==> src/rtl/ps2_key_receiver_if.sv <==
// PS/2 receiver bus: device-side lines in, decoded key events out.
// The receiver takes the slave view; the line driver (device model) takes master.
interface ps2_key_receiver_if #(
    parameter int D_WIDTH = 8
);
    logic               ps2_clk;
    logic               ps2_data;
    logic [D_WIDTH-1:0] key_code;
    logic               en;
    logic               key_release;
    logic               extended;
    logic               frame_err;

    modport master (
        output ps2_clk,
        output ps2_data,
        input  key_code,
        input  en,
        input  key_release,
        input  extended,
        input  frame_err
    );

    modport slave (
        input  ps2_clk,
        input  ps2_data,
        output key_code,
        output en,
        output key_release,
        output extended,
        output frame_err
    );
endinterface

==> src/rtl/ps2_key_receiver.sv <==
// PS/2 keyboard receiver: synchronizes and de-glitches the device lines,
// deframes 11-bit frames and decodes E0/F0 prefixes into key events.
module ps2_key_receiver #(
    parameter int D_WIDTH        = 8,
    parameter int FILTER_LEN     = 8,
    parameter int TIMEOUT_CYCLES = 50000
) (
    input logic               clk,
    input logic               rst,
    ps2_key_receiver_if.slave bus
);

    localparam int FILT_W = $clog2(FILTER_LEN + 1);
    localparam int TO_W   = $clog2(TIMEOUT_CYCLES + 1);

    localparam logic [D_WIDTH-1:0] CODE_EXT = D_WIDTH'(8'hE0);
    localparam logic [D_WIDTH-1:0] CODE_BRK = D_WIDTH'(8'hF0);

    typedef enum logic [1:0] {
        IDLE,
        DATA,
        PARITY,
        STOP
    } state_t;

    logic              ps2_clk_s1;
    logic              ps2_clk_s2;
    logic              ps2_data_s1;
    logic              ps2_data_s2;
    logic              clk_filt;
    logic [FILT_W-1:0] filt_cnt;
    logic              fall;

    state_t             state;
    logic [2:0]         bit_cnt;
    logic [D_WIDTH-1:0] shift;
    logic               par_bit;
    logic [TO_W-1:0]    to_cnt;
    logic               ext_pend;
    logic               brk_pend;

    logic [D_WIDTH-1:0] key_code_q;
    logic               en_q;
    logic               key_release_q;
    logic               extended_q;
    logic               frame_err_q;

    // Synchronizers and the ps2_clk level filter.
    always_ff @(posedge clk) begin
        if (rst) begin
            ps2_clk_s1  <= 1'b1;
            ps2_clk_s2  <= 1'b1;
            ps2_data_s1 <= 1'b1;
            ps2_data_s2 <= 1'b1;
            clk_filt    <= 1'b1;
            filt_cnt    <= '0;
        end else begin
            ps2_clk_s1  <= bus.ps2_clk;
            ps2_clk_s2  <= ps2_clk_s1;
            ps2_data_s1 <= bus.ps2_data;
            ps2_data_s2 <= ps2_data_s1;
            if (ps2_clk_s2 == clk_filt) begin
                filt_cnt <= '0;
            end else if (filt_cnt == FILT_W'(FILTER_LEN - 1)) begin
                clk_filt <= ps2_clk_s2;
                filt_cnt <= '0;
            end else begin
                filt_cnt <= filt_cnt + FILT_W'(1);
            end
        end
    end

    // The falling edge is recognised in the same cycle the filter flips,
    // so the bit is sampled without an extra pipeline stage.
    always_comb begin
        fall = clk_filt && !ps2_clk_s2 && (filt_cnt == FILT_W'(FILTER_LEN - 1));
    end

    always_ff @(posedge clk) begin
        if (rst) begin
            state         <= IDLE;
            bit_cnt       <= '0;
            shift         <= '0;
            par_bit       <= 1'b0;
            to_cnt        <= '0;
            ext_pend      <= 1'b0;
            brk_pend      <= 1'b0;
            key_code_q    <= '0;
            en_q          <= 1'b0;
            key_release_q <= 1'b0;
            extended_q    <= 1'b0;
            frame_err_q   <= 1'b0;
        end else begin
            en_q          <= 1'b0;
            key_release_q <= 1'b0;
            frame_err_q   <= 1'b0;

            if (state != IDLE && !fall && to_cnt == TO_W'(TIMEOUT_CYCLES - 1)) begin
                state       <= IDLE;
                bit_cnt     <= '0;
                to_cnt      <= '0;
                frame_err_q <= 1'b1;
                ext_pend    <= 1'b0;
                brk_pend    <= 1'b0;
            end else begin
                if (state == IDLE || fall) begin
                    to_cnt <= '0;
                end else begin
                    to_cnt <= to_cnt + TO_W'(1);
                end

                if (fall) begin
                    case (state)
                        IDLE: begin
                            if (!ps2_data_s2) begin
                                state   <= DATA;
                                bit_cnt <= '0;
                            end
                        end
                        DATA: begin
                            shift   <= {ps2_data_s2, shift[D_WIDTH-1:1]};
                            bit_cnt <= bit_cnt + 3'd1;
                            if (bit_cnt == 3'd7) begin
                                state <= PARITY;
                            end
                        end
                        PARITY: begin
                            par_bit <= ps2_data_s2;
                            state   <= STOP;
                        end
                        STOP: begin
                            state <= IDLE;
                            if (ps2_data_s2 && (^{shift, par_bit})) begin
                                if (shift == CODE_EXT) begin
                                    ext_pend <= 1'b1;
                                end else if (shift == CODE_BRK) begin
                                    brk_pend <= 1'b1;
                                end else begin
                                    key_code_q    <= shift;
                                    extended_q    <= ext_pend;
                                    key_release_q <= brk_pend;
                                    en_q          <= !brk_pend;
                                    ext_pend      <= 1'b0;
                                    brk_pend      <= 1'b0;
                                end
                            end else begin
                                frame_err_q <= 1'b1;
                                ext_pend    <= 1'b0;
                                brk_pend    <= 1'b0;
                            end
                        end
                        default: state <= IDLE;
                    endcase
                end
            end
        end
    end

    assign bus.key_code    = key_code_q;
    assign bus.en          = en_q;
    assign bus.key_release = key_release_q;
    assign bus.extended    = extended_q;
    assign bus.frame_err   = frame_err_q;

endmodule

==> src/flat_wrapper.sv <==
// flat-port wrapper written by rule: the top's interface ports become plain ports
module ps2_key_receiver_flat 
#(
    parameter int D_WIDTH        = 8,
    parameter int FILTER_LEN     = 8,
    parameter int TIMEOUT_CYCLES = 50000
)
  (clk, rst, bus_ps2_clk, bus_ps2_data, bus_key_code, bus_en, bus_key_release, bus_extended, bus_frame_err);
  ps2_key_receiver_if #(.D_WIDTH(D_WIDTH)) bus_i ();
  input logic clk;
  input logic rst;
  input wire logic [$bits(bus_i.ps2_clk)-1:0] bus_ps2_clk;
  input wire logic [$bits(bus_i.ps2_data)-1:0] bus_ps2_data;
  output wire logic [$bits(bus_i.key_code)-1:0] bus_key_code;
  output wire logic [$bits(bus_i.en)-1:0] bus_en;
  output wire logic [$bits(bus_i.key_release)-1:0] bus_key_release;
  output wire logic [$bits(bus_i.extended)-1:0] bus_extended;
  output wire logic [$bits(bus_i.frame_err)-1:0] bus_frame_err;
  assign bus_i.ps2_clk = bus_ps2_clk;
  assign bus_i.ps2_data = bus_ps2_data;
  assign bus_key_code = bus_i.key_code;
  assign bus_en = bus_i.en;
  assign bus_key_release = bus_i.key_release;
  assign bus_extended = bus_i.extended;
  assign bus_frame_err = bus_i.frame_err;
  ps2_key_receiver #(.D_WIDTH(D_WIDTH), .FILTER_LEN(FILTER_LEN), .TIMEOUT_CYCLES(TIMEOUT_CYCLES)) u_core (.clk(clk), .rst(rst), .bus(bus_i));
endmodule
==> config.mk <==
export PLATFORM = sky130hd
export DESIGN_NAME = ps2_key_receiver_flat
export DESIGN_NICKNAME = d
export VERILOG_FILES = /design/src/rtl/ps2_key_receiver_if.sv /design/src/rtl/ps2_key_receiver.sv /design/src/flat_wrapper.sv
export SDC_FILE = /design/constraint.sdc
export NUM_CORES = 1
export LEC_CHECK = 0
export ABC_AREA = 1
export CAP_MARGIN = 5
export CORE_MARGIN = 10
export CORE_UTILIZATION = 30
export DETAILED_ROUTE_END_ITERATION = 12
export GPL_ROUTABILITY_DRIVEN = 0
export GPL_TIMING_DRIVEN = 0
export SLEW_MARGIN = 20
export SYNTH_ARGS = -nofsm -noshare
export SYNTH_HDL_FRONTEND = slang
export SYNTH_SLANG_ARGS = --single-unit
==> constraint.sdc <==
create_clock -name clk -period 4.35 [get_ports clk]
set_clock_uncertainty 0.1 [all_clocks]
set_input_delay 0.435 -clock clk [delete_from_list [all_inputs] [get_ports clk]]
set_output_delay 0.435 -clock clk [all_outputs]
set_load 0.05 [all_outputs]
## Yosys cells after proc, flatten, opt, wreduce, memory -nomap -nowiden

Index checks and enable logic that the tools add are counted.

- Bits in registers: 53
- Latch bits: 0
- Bits in writable memories: 0
- ROM bits: 0
- Bits of input ports: 4
- Output and inout port bits: 12
- Word-level logic and storage cells: 81
- Memories kept: 0

- Add/subtract/negate cells: 3
- Multiply operators: 0
- Divide/modulo/power cells: 0
- $lt $le $gt $ge: 0
- Eq/ne operators: 13
- Shift operators: 0
- Mux-type cells: 15
- Bitwise operators: 7
- Reduce and logical (&&, ||, !) cells: 25

Operator list:

| kind | number |
|---|---|
| 3-bit AND reduction | 6 |
| 16-bit by 1-bit adder with 16-bit output (second input constant) | 1 |
| 16-bit == test (second input constant) | 1 |
| 8-bit == test (second input constant) | 2 |
| 1-bit 2-to-1 mux | 10 |
| 9-bit parity | 1 |
| 2-bit one-hot mux with 4 select lines | 1 |
| 1-bit NOT | 7 |
| 7-bit OR reduction | 1 |
| 3-bit one-hot mux with 2 select lines | 1 |
| 6-bit AND reduction | 1 |
| 3-bit OR reduction | 2 |
| 1-bit logical AND | 5 |
| 4-bit by 1-bit adder with 4-bit output (second input constant) | 1 |
| 2-bit == test (second input constant) | 2 |
| 4-bit by 3-bit == test with 1-bit output (second input constant) | 1 |
| 2-bit 2-to-1 mux | 2 |
| 2-bit inequality test (second input constant) | 2 |
| 2-bit nonzero test | 2 |
| 3-bit by 1-bit adder with 3-bit output (second input constant) | 1 |
| 3-bit == test (second input constant) | 1 |
| 1-bit logical NOT | 3 |
| 3-bit 2-to-1 mux | 1 |
| 3-bit inequality test (second input constant) | 1 |
| other kinds (7) | 7 |

## Depth between registers and ports, before layout

Gate-level depths: netlist (run 1).

- Word-level depth: 8
- Gate-level depth with buffers: 12
- Depth with buffers taken out: 12

## Worst setup path before layout (run 1)

Ideal clock, no wire load.

- Path kind: reg2reg
- From: reg u_core.filt_cnt[0]
- To: reg u_core.to_cnt[11]
- Setup time: 0.117 ns
- Arrival time: 1.422 ns
- Required time: 4.133 ns
- Path slack: 2.711 ns
- Cell stages (with the launch flop): 13
- Path buffers: 1
- Cell sequence: dfxtp_1 ha_1 nand2_1 inv_2 nand2_2 nor2_4 inv_2 nand2_1 inv_1 nand3_2 nand3_2 buf_2 nor2_1

- Cells in the longest elaborated chain, start to end: 6

Ends and longest elaborated chain:

| what | RTL line | RTL |
|---|---|---|
| start: declaration | ps2_key_receiver.sv:31 | `logic [FILT_W-1:0] filt_cnt;` |
| start signal: assignment | ps2_key_receiver.sv:68 | `filt_cnt <= filt_cnt + FILT_W'(1);` |
| 4-bit by 3-bit == test with 1-bit output * | ps2_key_receiver.sv:76 | `fall = clk_filt && !ps2_clk_s2 && (filt_cnt == FILT_W'(FILTER_LEN - 1));` |
| 1-bit logical AND * | ps2_key_receiver.sv:76 |  |
| 1-bit logical NOT | ps2_key_receiver.sv:98 | `if (state != IDLE && !fall && to_cnt == TO_W'(TIMEOUT_CYCLES - 1)) begin` |
| 1-bit logical AND (2 in a row) | ps2_key_receiver.sv:98 |  |
| 3-bit OR reduction (no line) * | - |  |
| end signal: assignment | ps2_key_receiver.sv:109 | `to_cnt <= to_cnt + TO_W'(1);` |
| end: declaration | ps2_key_receiver.sv:38 | `logic [TO_W-1:0] to_cnt;` |

Every way passes the cells marked *; elsewhere a longest branch is shown, timed or not.
A chain may end at the register's enable or synchronous reset.

## Worst setup path after layout (run 1)

- From: reg u_core.extended_q (netlist: u_core.bus.extended)
- To: out bus_extended

RTL lines:

| what | RTL line | RTL |
|---|---|---|
| start: declaration | ps2_key_receiver.sv:45 | `logic extended_q;` |
| start signal: assignment | ps2_key_receiver.sv:140 | `extended_q <= ext_pend;` |
| end: declaration | flat_wrapper.sv:17 | `output wire logic [$bits(bus_i.extended)-1:0] bus_extended;` |

No word-level cell between the ends.

==> results of run 1 <==
-- registers in the layout, indices dropped and copies added, names as in the netlist --
signal                  flops
u_core.clk_filt             1
u_core.ps2_clk_s2           1
u_core.bus.key_code         8
u_core.ext_pend             1
u_core.to_cnt              16
u_core.bus.frame_err        1
u_core.par_bit              1
u_core.bus.en               1
u_core.ps2_data_s1          1
u_core.bit_cnt              3
u_core.ps2_clk_s1           1
u_core.brk_pend             1
u_core.bus.key_release      1
u_core.state                2
u_core.filt_cnt             4
u_core.shift                8
u_core.bus.extended         1
u_core.ps2_data_s2          1
-- final timing paths --
check             slack, ps                              from                            to  cells past startpoint
hold reg to reg         320      u_core.ps2_clk_s1$_SDFF_PP1_  u_core.ps2_clk_s2$_SDFF_PP1_                      1
setup / recovery       2350  u_core.bus.extended$_SDFFE_PP0P_                  bus_extended                      1
hold / removal          320      u_core.ps2_clk_s1$_SDFF_PP1_  u_core.ps2_clk_s2$_SDFF_PP1_                      1
setup reg to reg       2450     u_core.filt_cnt[0]$_SDFF_PP0_  u_core.to_cnt[11]$_SDFF_PP0_                     12
-- report_power, final --
group | switching (mW) | internal, mW | leakage [nW] | total, mW
registers | 0.000613 | 0.487 | 0.428 | 0.487
logic | 0.00849 | 0.00528 | 0.603 | 0.0138
clock network | 0.155 | 0.114 | 0.0385 | 0.269
total | 0.164 | 0.606 | 1.07 | 0.770
-- per-layer routing --
| layer | global-route usage, % | routed length [µm] | vias up |
|---|---|---|---|
| li1 | - | - | 1057 |
| met1 | 10.0 | 2270 | 864 |
| met2 | 13.4 | 2100 | 21 |
| met3 | 2.32 | 192 | 5 |
| met4 | 4.04 | 87 | 0 |
| met5 | 0 | 0 | - |
-- per-stage QoR --
stage          instance area [µm²]  std cells  total power, mW
6_report                      2800        439            0.770
5_1_grt                       2800        439            0.801
4_1_cts                       2800        439            0.786
3_5_place_dp                  2710        431            0.513
3_3_place_gp                  2710        431            0.513
2_1_floorplan                 2440        315            0.508
-- placed cells by master, fill, tap and decap left out --
cell type	n
a21oi_1	25
or2_2	5
nor4_1	2
nand4_1	4
nor3_1	11
a21oi_2	1
inv_1	34
o21ai_0	19
nor2_1	48
clkbuf_8	6
nand2_8	1
nand2_2	2
nand2_1	53
clkdlybuf4s50_1	14
clkinvlp_4	1
and3_2	1
nor3_2	2
clkbuf_1	5
nand3_2	5
o311ai_0	1
nor2_4	1
o211ai_1	1
nand4_4	1
nand3_1	14
bufinv_8	1
xnor2_1	2
nor2_8	1
buf_2	2
nand3b_1	1
nor3b_1	2
ha_1	9
inv_2	3
nand2_4	2
dfxtp_1	53
xor2_1	4
-- kinds of logic (layout without fill, tap and decap cells) --
kind of cell	count (synthesis)	after routing
and+or+nand+nor	156	156
adders and majority gates	9	9
xor gates and xnor gates	6	6
buffers and inverters	44	66
AOI/OAI and AO/OA	47	47
DFF	53	53
-- area by class of cell --
type	instances	area, µm²	share of cell area [%]
Buffer	6	35.0	1.25
Clock buffer	7	76.3	2.73
Clock inverter	1	7.51	0.269
Inverter	38	156	5.60
Multi-Input combinational cell	218	1190	42.6
Sequential cell	53	1060	38.0
Tap cell	102	128	4.57
Timing Repair Buffer	14	140	5.01
==> out/metrics.yaml, run 1 <==
period_needed_ps: 2000
hp-class: "reg -> reg"
synth-compound-area-share_pct: 10.0
synth_top_family_by_area: "simple AND/OR/NAND/NOR gates"
cts_setup_buffers: 0
wl_um: 4650
rsz0062_at_grt: "no"
worstMarginPinSlew_ps: 513
syn-num-nets: 328
cp_slowest_cell: "clkdlybuf4s50_1"
diodes: 0
first_iter_violations: 75
avgSynthCellArea_um2: 7.76
numCtsBuffers: 5
final.period_utilization_pct: 46.0
syn-instance-count: 315
maxCapViolations: 0
peakVddDrop_uv: 107
path_clk_slew_ps: 90
nNetsFinal: 349
synthSimpleGateAreaFrac_pct: 32.0
drive_gt1_share_pct: 10.4
via_per_inst: 4.44
synth_area_leader_cell: "dfxtp_1"
die_x_um: 110
setup_ws_ps: 2350
cts_tree: "yes"
crit_path_max_fanout: 2
dp_hpwl_um: 3550
cp_data_arrival_time_ps: 1470
synth_fa_ha_area_share_pct: 4.61
clock-root-buffer: "clkbuf_8"
htree_levels: 2
overflow: 0
ctsResizeCount: 0
grt_pass1_wl_um: 8200
synthTopCellsByArea: "dfxtp_1 43%, nand2_1 8.1%, nor2_1 7.4%"
synth-seq-cells: 53
grt_usage_pct: 8.33
drt_pre_antenna_iters: 4
ys_async_sr_fraction_pct: 0
synth_top_area_share_pct: 43.4
yosysWarnings: 0
synthFlopType: "dfxtp_1"
synth_common_cells: "53 x dfxtp_1, 53 x nand2_1, 48 x nor2_1, 34 x inv_1, 25 x a21oi_1"
yosysSeqAreaShare_pct: 43.4
synthToLayoutAreaGrowth_pct: 14.4
cts_buffer_depth: 2
die_area_um2: 12200
synth_edf_count: 0
ioPinCount: 16
route.vias.total: 1947
yosys.cell_types.count: 33
cts_hold_buf: 0
grt_max_degree: 16
setup-tns-final_ps: 0
place_ws_ps: 2360
worst_setup_path_end_kind: "output port"
cellPowerDensity_nw_per_um2: 275
cp_cell_sequence: "clkdlybuf4s50_1"
ant_nets: 0
path_buf_inv: 1
clock_sinks: 53
floorplan.initialDensity_pct: 31.3
grt_pass1_vias: 1843
finalHoldViolCount: 0
leakage_nw: 1.07
antenna_found_initial: 0
insertion_delay_ps: 300
cp_data_required_time_ps: 3820
yosys.area_share.xor_xnor_pct: 2.15
core_um2: 7810
slew_headroom_pct: 65.7
path_delay_family: "buffers and inverters"
fill_cells: 817
fmax_mhz: 499
die_height_um: 110
outcome: "finished clean"
syn_area_um2: 2440
critPathMaxStageDelay_ps: 810
synth_mux_area_share_pct: 0
num_rows: 32
post-route-drc-count: 0
post_drt_wl_per_cell_um: 10.6
startpoint_type: "flip-flop"
holdWs_ps: 322
finalMaxSlewViolations: 0
finalCoreUtilization_pct: 35.8
portBuffers: 14
crit_type: "reg -> out"
setup-violations-final: 0
Note: power is estimated with default switching activity, not from simulation.
==> run 2, diff against run 1 <==
==> constraint.sdc (replaced) <==
create_clock -name clk -period 2.1 [get_ports clk]
set_clock_uncertainty 0.1 [all_clocks]
set_input_delay 0.21 -clock clk [delete_from_list [all_inputs] [get_ports clk]]
set_output_delay 0.21 -clock clk [all_outputs]
set_load 0.05 [all_outputs]
==> results of run 2 <==
Same layout as run 1 (identical final DEF). Status: finished clean.
Among the figures that moved: setup slack after placement 2360 ps -> 169 ps; clock-pin slew on the worst setup and hold paths 90 ps -> 100 ps; setup slack after layout 2350 ps -> 200 ps; hold slack 322 ps -> 213 ps; start point of the critical path u_core.bus.extended$_SDFFE_PP0P_ -> u_core.filt_cnt[0]$_SDFF_PP0_; end point of the critical path bus_extended -> u_core.to_cnt[11]$_SDFF_PP0_; register-to-register setup slack 2450 ps -> 200 ps; end point of the worst hold path u_core.ps2_clk_s2$_SDFF_PP1_ -> u_core.bus.key_code[7]$_SDFFE_PP0P_; total power 0.770 mW -> 1.59 mW; worst IR drop on VDD 107 µV -> 221 µV
==> run 3, diff against run 2 <==
--- a/config.mk
+++ b/config.mk
@@ -12,6 +12,8 @@
 export DETAILED_ROUTE_END_ITERATION = 12
 export GPL_ROUTABILITY_DRIVEN = 0
 export GPL_TIMING_DRIVEN = 0
+export MAX_ROUTING_LAYER = met4
+export REMOVE_ABC_BUFFERS = 1
 export SLEW_MARGIN = 20
 export SYNTH_ARGS = -nofsm -noshare
 export SYNTH_HDL_FRONTEND = slang
==> run 3 against run 2 <==
Combinational power is 14% lower. Routed wire length is 3.4% lower. First-iteration DRC count shrank 32%. Register-to-register slack better by 80 ps. Global-route usage decreased by 0.27 points. Total power rose by 9.6%. Core utilization rose by 0.22 points.
==> out/metrics.yaml, run 3 (same netlist as run 1, synthesis figures left out) <==
outcome: "finished clean"
route.vias.total: 1945
diodes: 0
stdcell_count: 434
layout_common_cells: "53 x nand2_1, 53 x dfxtp_1, 47 x nor2_1, 34 x inv_1, 25 x a21oi_1"
via_per_inst: 4.48
cts_setup_buffers: 0
hold_depth: 1
cts_buffer_depth: 2
fill_cells: 824
drive_gt1_share_pct: 10.2
post-route-drc-count: 0
worst_setup_path_end_kind: "flip-flop"
crit_path_max_fanout: 20
grt_pass1_wl_um: 7890
stdcell_area_um2: 2810
first_iter_violations: 51
post_drt_wl_per_cell_um: 10.3
dp_hpwl_um: 3370
whs_endpoint: "u_core.ps2_data_s2$_SDFF_PP1_"
largest_reg_flops: 16
slew_headroom_pct: 61.0
htree_levels: 2
period_needed_ps: 1820
leakage_nw: 1.07
core_um2: 7810
setup-violations-final: 0
insertion_delay_ps: 300
nNetsFinal: 344
ioPinCount: 16
cts_tree: "yes"
regToRegSetupSlack_ps: 280
drt_pre_antenna_iters: 4
die_x_um: 110
wl_um: 4490
portBuffers: 15
path_buf_inv: 2
finalCoreUtilization_pct: 36.0
peakVddDrop_uv: 270
grt_pass1_vias: 1830
rsz0062_at_grt: "no"
startpoint_type: "primary input"
hp-start: "u_core.ps2_data_s1$_SDFF_PP1_"
cp_cell_sequence: "clkdlybuf4s50_1 > inv_1 > nand3_4 > nor3b_1"
path_clk_slew_ps: 90
hp-class: "reg -> reg"
clock_sinks: 53
path_delay_family: "buffers and inverters"
die_area_um2: 12200
worstMarginPinSlew_ps: 584
cp_data_required_time_ps: 2220
critPathMaxStageDelay_ps: 630
cp_slowest_cell: "clkdlybuf4s50_1"
clock-root-buffer: "clkbuf_8"
grt_max_degree: 21
grt_usage_pct: 8.06
crit_type: "in -> reg"
antenna_found_initial: 0
die_height_um: 110
ant_nets: 0
placed_cells: 426
synthToLayoutAreaGrowth_pct: 15.1
finalMaxSlewViolations: 0
floorplan.initialDensity_pct: 31.3
num_rows: 32
cellPowerDensity_nw_per_um2: 621
final.period_utilization_pct: 86.7
fmax_mhz: 549
worst-r2r-cell-count: 11
regMostFlops: "u_core.to_cnt"
cp_data_arrival_time_ps: 1940
overflow: 0
finalHoldViolCount: 0
numCtsBuffers: 5
placed_area_um2: 2690
r2r_end: "u_core.to_cnt[14]$_SDFF_PP0_"
r2r-start: "u_core.filt_cnt[0]$_SDFF_PP0_"
maxCapViolations: 0
## run 3: cell types whose count changed in the layout (fill, tap and decap cells not counted), sizes merged
cell / change
clkdlybuf4s50: +1
buf: -2
bufinv: +1
clkbuf: -4
clkinvlp: -1
## run 3: worst max-delay path by stage
stage                                              from  depth (start not counted)                      endpoint
after floorplan           u_core.filt_cnt[0]$_SDFF_PP0_                         11  u_core.to_cnt[14]$_SDFF_PP0_
after global placement                              rst                          4  u_core.to_cnt[14]$_SDFF_PP0_
after detailed placement                            rst                          4  u_core.to_cnt[14]$_SDFF_PP0_
after CTS                                           rst                          4  u_core.to_cnt[14]$_SDFF_PP0_
after global routing      u_core.filt_cnt[0]$_SDFF_PP0_                         11  u_core.to_cnt[14]$_SDFF_PP0_
final                                               rst                          4  u_core.to_cnt[14]$_SDFF_PP0_
## run 3: cell type report
cell class	count	area [µm²]	area share, %
Clock buffer	7	86.3	3.07
Clock inverter	1	30.0	1.07
Inverter	38	156	5.56
Multi-Input combinational cell	218	1200	42.7
Sequential cell	53	1060	37.7
Tap cell	102	128	4.54
Timing Repair Buffer	15	150	5.34
## run 3: worst register-to-register path: cells and delay by family (launching register included)
family,cells,cell delay (ps)
flops,1,360
fa+ha+maj,1,180
simple gates,7,900
buf+inv,3,220
## run 3: report_power, final
| group | switching (mW) | internal, mW | total, mW |
|---|---|---|---|
| sequential | 0.00342 | 1.01 | 1.01 |
| combinational | 0.0149 | 0.00973 | 0.0246 |
| clock | 0.323 | 0.389 | 0.712 |
| total | 0.341 | 1.41 | 1.75 |
## run 3: timing repair
action	4_1_cts	5_1_grt
setup endpoints to repair	0	17
hold buffers	0	0
resized for setup	0	2
## run 3: layer usage
metal	share of wire, %	track usage, %	vias up
met3	2.2	1.80	4
met1	51	9.31	872
li1	-	-	1049
met2	46	13.5	20
met5	0	-	-
met4	1.1	2.75	0
## run 3: per-stage QoR
step	setup WS, ps	TNS (ps)	total power [mW]	hold slack [ps]
finish	278	0	1.75	314
global route	47.0	0	1.81	327
CTS	92.4	0	1.77	316
detailed placement	-232	-2610	1.06	293
global placement	-227	-2470	1.06	294
floorplan	469	0	1.05	172
